## src/rtl/sram_port_arbiter_pkg.sv

```systemverilog
// -----------------------------------------------------------------------------
// arbiter_params
//
// Purpose : shared definitions for the SRAM port arbiter, which merges the
//           instruction-fetch port and the load/store port of a CPU core
//           onto one bridge port.
//
// Contents:
//   STARVATION_LIMIT_DEFAULT - default number of back-to-back data grants
//                              allowed while a fetch is left waiting.
//   ArbiterState             - arbiter FSM state encoding.
// -----------------------------------------------------------------------------
package arbiter_params;

   localparam int STARVATION_LIMIT_DEFAULT = 4;

   typedef enum logic [2:0] {
      IDLE              = 3'd0,
      GRANT_DATA        = 3'd1,
      GRANT_INSTRUCTION = 3'd2,
      WAIT_DATA         = 3'd3,
      WAIT_INSTRUCTION  = 3'd4
   } ArbiterState;

endpackage : arbiter_params

```

## src/rtl/sram_port_arbiter.sv

```systemverilog
// -----------------------------------------------------------------------------
// sram_port_arbiter
//
// Purpose : two-master, one-slave arbiter in front of a shared memory bridge.
//           The data (load/store) port normally has priority.  A starvation
//           counter lets a waiting fetch through after STARVATION_LIMIT
//           consecutive data grants.  Only one transaction is in flight at a
//           time: arbitrate (IDLE) -> address phase (GRANT_x) -> response
//           phase (WAIT_x) -> IDLE.
//
// Parameters:
//   STARVATION_LIMIT  max consecutive data grants while a fetch waits
//
// Ports:
//   clock, reset                       rising-edge clock, async active-high reset
//   instruction_ram_request/size/address   fetch request side (inputs)
//   instruction_ram_read_data          fetch data, qualified by data_ready
//   instruction_ram_address_ready      fetch address accepted by the bridge
//   instruction_ram_data_ready         fetch response
//   data_ram_request/write/size/address/write_data   load/store side (inputs)
//   data_ram_read_data                 load data, qualified by data_ready
//   data_ram_address_ready             access address accepted by the bridge
//   data_ram_data_ready                load data / store completion
//   bus_request/write/size/address/write_data   forwarded request to bridge
//   bus_read_data                      bridge response data
//   bus_address_ready                  bridge accepted the address
//   bus_data_ready                     bridge response
// -----------------------------------------------------------------------------
module sram_port_arbiter
   import arbiter_params::*;
#(
   parameter int STARVATION_LIMIT = STARVATION_LIMIT_DEFAULT
) (
   input  logic        clock,
   input  logic        reset,

   input  logic        instruction_ram_request,
   input  logic [1:0]  instruction_ram_size,
   input  logic [31:0] instruction_ram_address,
   output logic [31:0] instruction_ram_read_data,
   output logic        instruction_ram_address_ready,
   output logic        instruction_ram_data_ready,

   input  logic        data_ram_request,
   input  logic        data_ram_write,
   input  logic [1:0]  data_ram_size,
   input  logic [31:0] data_ram_address,
   input  logic [31:0] data_ram_write_data,
   output logic [31:0] data_ram_read_data,
   output logic        data_ram_address_ready,
   output logic        data_ram_data_ready,

   output logic        bus_request,
   output logic        bus_write,
   output logic [1:0]  bus_size,
   output logic [31:0] bus_address,
   output logic [31:0] bus_write_data,
   input  logic [31:0] bus_read_data,
   input  logic        bus_address_ready,
   input  logic        bus_data_ready
);

   // A limit of 0 would give a zero-width counter; keep at least one bit.
   localparam int CNT_W = (STARVATION_LIMIT < 1) ? 1 : $clog2(STARVATION_LIMIT + 1);
   localparam logic [CNT_W-1:0] LIMIT_C = CNT_W'(STARVATION_LIMIT);

   ArbiterState      state_q, state_d;
   logic [CNT_W-1:0] starve_q, starve_d;

   logic             fetch_starved;

   // Read data is broadcast; each requester qualifies it with its own
   // data_ready, so no muxing is needed here.
   assign instruction_ram_read_data = bus_read_data;
   assign data_ram_read_data        = bus_read_data;

   assign fetch_starved = instruction_ram_request && (starve_q == LIMIT_C);

   always_comb begin
      state_d                       = state_q;
      starve_d                      = starve_q;
      bus_request                   = 1'b0;
      bus_write                     = 1'b0;
      bus_size                      = 2'b00;
      bus_address                   = 32'h0;
      bus_write_data                = 32'h0;
      instruction_ram_address_ready = 1'b0;
      instruction_ram_data_ready    = 1'b0;
      data_ram_address_ready        = 1'b0;
      data_ram_data_ready           = 1'b0;

      case (state_q)
         IDLE: begin
            if (data_ram_request && !fetch_starved) begin
               state_d = GRANT_DATA;
               // Count only grants that actually make a fetch wait.  The
               // counter cannot already be at the limit here (that case
               // grants the fetch), so the increment never wraps.
               if (instruction_ram_request) begin
                  starve_d = starve_q + 1'b1;
               end else begin
                  starve_d = '0;
               end
            end else if (instruction_ram_request) begin
               state_d  = GRANT_INSTRUCTION;
               starve_d = '0;
            end else begin
               starve_d = '0;
            end
         end

         GRANT_DATA: begin
            bus_request            = data_ram_request;
            bus_write              = data_ram_write;
            bus_size               = data_ram_size;
            bus_address            = data_ram_address;
            bus_write_data         = data_ram_write_data;
            data_ram_address_ready = data_ram_request && bus_address_ready;
            if (data_ram_request && bus_address_ready) begin
               state_d = WAIT_DATA;
            end else if (!data_ram_request) begin
               // Requester withdrew before acceptance; nothing reached the bus.
               state_d = IDLE;
            end
         end

         GRANT_INSTRUCTION: begin
            bus_request                   = instruction_ram_request;
            bus_size                      = instruction_ram_size;
            bus_address                   = instruction_ram_address;
            instruction_ram_address_ready = instruction_ram_request && bus_address_ready;
            if (instruction_ram_request && bus_address_ready) begin
               state_d = WAIT_INSTRUCTION;
            end else if (!instruction_ram_request) begin
               state_d = IDLE;
            end
         end

         WAIT_DATA: begin
            data_ram_data_ready = bus_data_ready;
            if (bus_data_ready) begin
               state_d = IDLE;
            end
         end

         WAIT_INSTRUCTION: begin
            instruction_ram_data_ready = bus_data_ready;
            if (bus_data_ready) begin
               state_d = IDLE;
            end
         end

         default: begin
            state_d  = IDLE;
            starve_d = '0;
         end
      endcase
   end

   // Reset returns straight to IDLE, so any response still owed by the
   // bridge lands in IDLE and is dropped rather than forwarded.
   always_ff @(posedge clock or posedge reset) begin
      if (reset) begin
         state_q  <= IDLE;
         starve_q <= '0;
      end else begin
         state_q  <= state_d;
         starve_q <= starve_d;
      end
   end

endmodule : sram_port_arbiter
```

## config.mk

```make
export PLATFORM = sky130hd
export DESIGN_NAME = sram_port_arbiter
export DESIGN_NICKNAME = d
export VERILOG_FILES = /design/src/rtl/sram_port_arbiter_pkg.sv /design/src/rtl/sram_port_arbiter.sv
export SDC_FILE = /design/constraint.sdc
export NUM_CORES = 1
export LEC_CHECK = 0
export BUFFER_PORTS_ARGS = -buffer_cell sky130_fd_sc_hd__buf_2
export CORE_AREA = 3 3 105 107
export CTS_CLUSTER_DIAMETER = 40
export CTS_CLUSTER_SIZE = 25
export DETAILED_ROUTE_END_ITERATION = 6
export DIE_AREA = 0 0 108 110
export PLACE_DENSITY = 0.47
export SETUP_SLACK_MARGIN = 0.1
export SLEW_MARGIN = 20
export SYNTH_ARGS = -nofsm -noshare
export SYNTH_HDL_FRONTEND = slang
export SYNTH_SLANG_ARGS = --single-unit
```

## constraint.sdc

```tcl
create_clock -name clock -period 3.7 [get_ports clock]
set_input_delay 0.74 -clock clock [delete_from_list [all_inputs] [get_ports clock]]
set_output_delay 0.74 -clock clock [all_outputs]
set_load 0.01 [all_outputs]
```

==> metrics, run 1 <==
CP startpoint kind=register; largest net degree at the start of global routing=39; initial core utilization=0.151; Worst Path Required=2.96 ns; DRC viols=0; Final GP Congestion=0.885; vias in the first global route=1,813; Met1 Wirelength=3110 um; Post-DRT Antenna Nets=0; Clk Latency, worst-skew pair=0.22 ns; max cap viols=0; Yosys Warn Count=0; setup slack at placement=0.748 ns; Fin Hold WS=0.426 ns; Yosys top cell by area=buf_4; initial antenna violation count=1; Leak Pwr=1.26 nW; initial drt markers=94; CTS clk-pin slew, worst paths=0.04 ns; crit end category=primary output; routed length on met2=3780 um; Clock Path Buffers=2; multi-input logic area=826 um^2; Via density=4.23; CTS Buf Count=3; first-pass GRT wire length=10,500 um; core area=10,200 um^2; min Tclk post-route=3.17 ns; Top Metal Used=met5; final WL=7780 um; met3 routed WL=837 um; Seq. cell area=150 um^2; PwrDens=582 nW/um^2; Post-Syn Area=1540 um^2; Mapped Nets=347; maximum vdd drop=0.249 mV; routed len/inst=17.4 um; post-CTS repair timing setup buffer count=0; Avg Cell Area, Syn=7.48 um^2; reg-to-reg endpoint=state_q[1]; critical path fanouts, max=38; max_slew headroom=0.576; layout cells sized above 1=0.603; Setup Viol. Count Final=0; Pwr Total=1.23 mW; Crit Path Category=register to primary output; Final period util=0.856; CTS Sinks=6; post-layout util=0.206; final clock skew=0.00199 ns; Die H=110 um; fmax=0.316 GHz; reg-to-reg slack, setup=2.00 ns; floorplan row count=37; #FFs+latches synth=6; worst r2r src=state_q[0]; Cell variety after synth=31; CTS tree=built; post-synthesis sequential area ratio=0.0975; Syn Inst Count=206; Final HPWL DP=6770 um; Synth area leaders=buf_4, a22o_1, and2_1; I/O Pins=275; crit path launch=state_q[2]; outcome=complete, no violations; fin. max-slew vios=0; Hold Fails Final Rpt=0; Worst Max-Slew Pin Slew=0.636 ns; total global routing overflow=0; crit path DAT=2.43 ns; nets=453; n_diodes=0; Hold Crit Class=input pin to asynchronous set/reset pin; fin worst setup slack=0.533 ns; port buffer count=178; Root Buffer=clkbuf_8; Filler cells=1,183; Horiz. Die Dim=108 um; via count=1,887; Hold Buf Count CTS=0; Area Growth Syn to Fin=37.1%; most common cell after layout, fill and taps aside=buf_2; setup TNS=0 ns; H-tree depth=1; RSZ-0062 raised after global routing=no; GRT Util Overall=0.115; most frequent cells in the layout=buf_2, a22o_1, and2_1; Synth top area share=0.312; DRT Pass-1 Iters=4; FF-to-FF path depth=4; Post-CTS Resized=0; die footprint=11,900 um^2
-- logic make-up (layout without fill, tap and decap cells) --
group           count (synthesis)  in the layout  synth area share
mux                             1              1           0.00975
simple gates                   64             64             0.253
flops                           6              6            0.0975
fa+ha+maj                       2              2            0.0162
buf+inv                        84            188             0.371
compound gates                 49             49             0.253
-- area by class of cell --
class                      count  share of cell area
timing repair buffer         180               0.429
multi-input combinational    116               0.391
clock buffer                   3              0.0195
tap                          136              0.0806
sequential                     6              0.0711
inverter                       5             0.00889
-- how the worst max path moves through the flow --
stage,end
2_1_floorplan,bus_write_data[10]
3_3_place_gp,bus_address[11]
3_5_place_dp,bus_address[11]
4_1_cts,bus_address[11]
5_1_grt,bus_address[11]
6_report,bus_address[11]
-- report_power, final --
part           switching [mW]  internal (mW)  leakage (nW)  total, mW
sequential             0.0513         0.0863        0.0800      0.138
combinational           0.541          0.455          1.15      0.995
clock                  0.0275         0.0699        0.0216     0.0973
-- registers in the layout, summed over array words and instances, names as in the netlist --
| register | cells |
|---|---|
| starve_q | 3 |
| state_q | 3 |
-- Yosys cell counts --
library cell  count
or4_1             1
nor3b_1           1
and2b_1           1
and2_1           33
or2_2             1
nand2_1           6
dfrtp_1           6
inv_1             5
o21ai_0           2
ha_1              2
buf_6             1
nor4b_1           2
buf_4            64
nand3_1           3
mux2_4            1
nand3b_1          3
nor3b_2           1
and3_1            3
nor2b_1           4
buf_2             7
a31oi_1           1
o22ai_1           2
a21oi_1           6
a211oi_1          1
nor3_1            1
nor2_1            4
o2bb2ai_1         1
clkbuf_1          7
o31ai_1           1
a2bb2oi_1         1
a22o_1           34
-- through the flow --
step | area (um^2) | cells
CTS | 2110 | 446
floorplan | 1540 | 206
finish | 2110 | 446
global route | 2110 | 446
detailed placement | 2070 | 443
global placement | 2070 | 443
-- worst max-delay path, stage by stage, from the launching register on --
cell and delay (ns):
dfrtp_1 0.59, nor2b_1 0.26, and2b_2 0.58, buf_4 0.40
a22o_1 0.21, buf_2 0.14
-- metal layers --
metal  up-vias  track usage
li1        854            -
met1       891        0.141
met2       134        0.209
met3         6       0.0355
met4         2      0.00541
met5         -            0
No activity file was read; power rests on OpenSTA's default activity.
==> run 2, diff against run 1 <==
- ABC_AREA: default -> 1
- CORE_AREA: 3 3 105 107 -> 3 3 104 106
- DIE_AREA: 0 0 108 110 -> 0 0 107 109
- PLACE_DENSITY: 0.47 -> 0.48
==> run 2 against run 1 <==
First-iteration DRC count is 37% lower. Power is 6.3% lower. Routed wire length is 21% lower. Hold slack better by 0.0021 ns. Maximum frequency is 36% higher. Sequential power fell by 23%. Die area fell by 1.8%. Register-to-register slack better by 0.18 ns. Synthesized cell count grew 17%. Sequential share of layout area about the same.
==> metrics, run 2 <==
outcome=complete, no violations; Pint=0.550 mW (-9.9%); Hold Crit Class=input pin to asynchronous set/reset pin; Worst Max-Slew Pin Slew=0.367 ns (-0.270 ns); min Tclk post-route=2.32 ns (-0.844 ns); largest net degree at the start of global routing=36 (-7.7%); CP cell instances=inv_2, nor2_2, nand2_2, inv_4, a22o_1, buf_2; multi-input logic area=686 um^2 (-17%); Pwr Total=1.15 mW (-6.3%); maximum vdd drop=0.247 mV (-0.80%); Synth area leaders=buf_4, a22o_1, inv_1; Crit Path Category=register to primary output; FF-to-FF path depth=7 (+3); worst setup path endpoint=bus_address[0]; floorplan row count=36 (-2.7%); final instance area=2120 um^2 (+0.59%); layout cells sized above 1=0.547 (-0.0562); most common library cells after synthesis=buf_4, inv_1, nor2_1, a22o_1, nand2_1; Area Growth Syn to Fin=36.4%; post-layout util=0.215 (+0.00894); Yosys Warn Count=0 (unchanged); Clk pwr share=0.084 (+0.005); worst r2r src=state_q[0]; GRT Util Overall=0.0887 (-0.0264); Clock Path Buffers=2 (unchanged); Leak Pwr=1.48 nW (+18%); via count=1,853 (-1.8%); Logic pwr share=0.824 (+0.015); fmax=0.431 GHz (+36%); ys async rst share=1.00 (unchanged); reg-to-reg endpoint=starve_q[2]; reg-to-reg slack, setup=2.18 ns (+0.18 ns); RSZ-0062 raised after global routing=no; CP startpoint kind=register; Mapped Nets=382 (+10%); routed len/inst=12.7 um (-27%); Hold Buf Count CTS=0 (unchanged); Worst path slowest cell=dfrtp_1; Horiz. Die Dim=107 um (-0.93%); DRT Pass-1 Iters=4 (unchanged); vias in the first global route=1,692 (-6.7%); Die H=109 um (-0.91%); dpl cells=481 (+8.6%); Worst Path Required=2.96 ns (about the same); nets=494 (+9.1%); I/O Pins=275 (unchanged); Setup Viol. Count Final=0 (unchanged); Clk Latency, worst-skew pair=0.22 ns (about the same); initial core utilization=0.158 (+0.00737); CTS tree=built; Syn Inst Count=241 (+17%); Critical Path Stages=6 (+1); final clock skew=0.00432 ns (+0.00233 ns); crit-path leading delay family=buffers and inverters; DRC viols=0 (unchanged); CTS Sinks=6 (unchanged); fin. max-slew vios=0 (unchanged); Post-CTS Resized=0 (unchanged); Post-Syn Area=1560 um^2 (+1.1%); Yosys top cell by area=buf_4; Worst Path Buf+Inv=3 (+1); max cap viols=0 (unchanged); critical path fanouts, max=35 (-7.9%); most common cell after layout, fill and taps aside=buf_2; Hold Fails Final Rpt=0 (unchanged); Via density=3.83 (-9.5%); crit end category=primary output; most frequent cells in the layout=buf_2, nor2_1, inv_1, a22o_1, nand2_1; Flop pwr share=0.092 (-0.020); most common cell in the synthesized netlist=buf_4; Net Switching=0.602 mW (-2.9%); Final GP Congestion=0.790 (-11%); Root Buffer=clkbuf_8; #FFs+latches synth=6 (unchanged); max_slew headroom=0.756 (+0.180); H-tree depth=1 (unchanged); CTS Buf Count=3 (unchanged); EDFF count, synth=0 (unchanged); post-synthesis sequential area ratio=0.0964 (-0.00110); first-pass GRT wire length=8440 um (-20%); CTS clk-pin slew, worst paths=0.04 ns (about the same); switching share of total power=0.522 (+0.0187); n_diodes=0 (unchanged); post-CTS repair timing setup buffer count=0 (unchanged); port buffer count=178 (unchanged); Filler cells=1,122 (-5.2%); Seq. cell area=150 um^2 (unchanged); total global routing overflow=0 (unchanged); max incr delay on CP=0.42 ns (-0.17 ns); area of placed instances=2080 um^2 (+0.60%); Post-DRT Antenna Nets=0 (unchanged); Final period util=0.628 (-0.228); Final HPWL DP=5430 um (-20%); PwrDens=542 nW/um^2 (-6.9%); die footprint=11,700 um^2 (-1.8%); final cell count without fillers=484 (+8.5%); crit path launch=state_q[1]; Avg Cell Area, Syn=6.46 um^2 (-14%); core area=9860 um^2 (-3.6%); setup TNS=0 ns (unchanged); Synth Flop Type=dfrtp_1; Synth top area share=0.313 (+0.00131); initial antenna violation count=0 (-1); largest registers=starve_q x3, state_q x3; crit path DAT=1.58 ns (-0.85 ns); final WL=6160 um (-21%); initial drt markers=59 (-37%); Cell variety after synth=22 (-29%)
run 2: power by group through the flow:
stage / Combinational, mW / Clock [mW] / Sequential (mW)
after floorplan: 0.680 / 0 / 0.104
after global placement: 0.961 / 0 / 0.106
after detailed placement: 0.960 / 0 / 0.106
after CTS: 0.964 / 0.0987 / 0.106
after global routing: 1.05 / 0.103 / 0.110
final: 0.949 / 0.0972 / 0.106
run 2: worst min-delay path by stage:
stage                             end  slack, ns  cells past startpoint
final                     starve_q[2]       0.43                      2
after global routing      starve_q[2]       0.45                      2
after CTS                 starve_q[1]       0.44                      2
after detailed placement  starve_q[0]       0.50                      2
after global placement    starve_q[1]       0.49                      2
after floorplan           starve_q[1]       0.47                      2
run 2: area by class of cell:
| class | instances | area share |
|---|---|---|
| timing repair buffer | 180 | 0.426 |
| multi-input combinational | 116 | 0.323 |
| inverter | 46 | 0.0824 |
| tap | 133 | 0.0783 |
| sequential | 6 | 0.0707 |
| clock buffer | 3 | 0.0194 |
run 2: routing by layer:
| layer | track usage | vias to the layer above | routed length (um) | share of wire |
|---|---|---|---|---|
| met1 | 0.0980 | 776 | 2130 | 0.34 |
| met4 | 0.0146 | 0 | 36 | 0.0058 |
| met2 | 0.167 | 151 | 3250 | 0.53 |
| li1 | - | 918 | - | - |
| met5 | 0 | - | 0 | 0 |
| met3 | 0.0296 | 8 | 746 | 0.12 |
run 2: kinds of logic (layout without fill, tap and decap cells):
group / Yosys count / in the layout / synth area share
AND/OR/NAND/NOR: 72 / 72 / 0.199
AO/OA/AOI/OAI: 41 / 41 / 0.219
flip-flops: 6 / 6 / 0.0964
buffers and inverters: 119 / 229 / 0.463
XOR/XNOR: 1 / 1 / 0.00562
adder cells (fa/ha/maj): 2 / 2 / 0.0161
run 2: stage by stage:
stage / hold slack (ns) / setup WS, ns
final: 0.428 / 1.38
after global placement: 0.491 / 1.62
after CTS: 0.441 / 1.37
after detailed placement: 0.499 / 1.62
after global routing: 0.454 / 1.27
after floorplan: 0.467 / 1.83
run 2: worst register-to-register path, delay by kind of cell, from the launching register on:
kind | cells | cell delay [ns]
flops | 1 | 0.39
simple gates | 4 | 0.49
compound gates | 1 | 0.07
buf+inv | 2 | 0.46
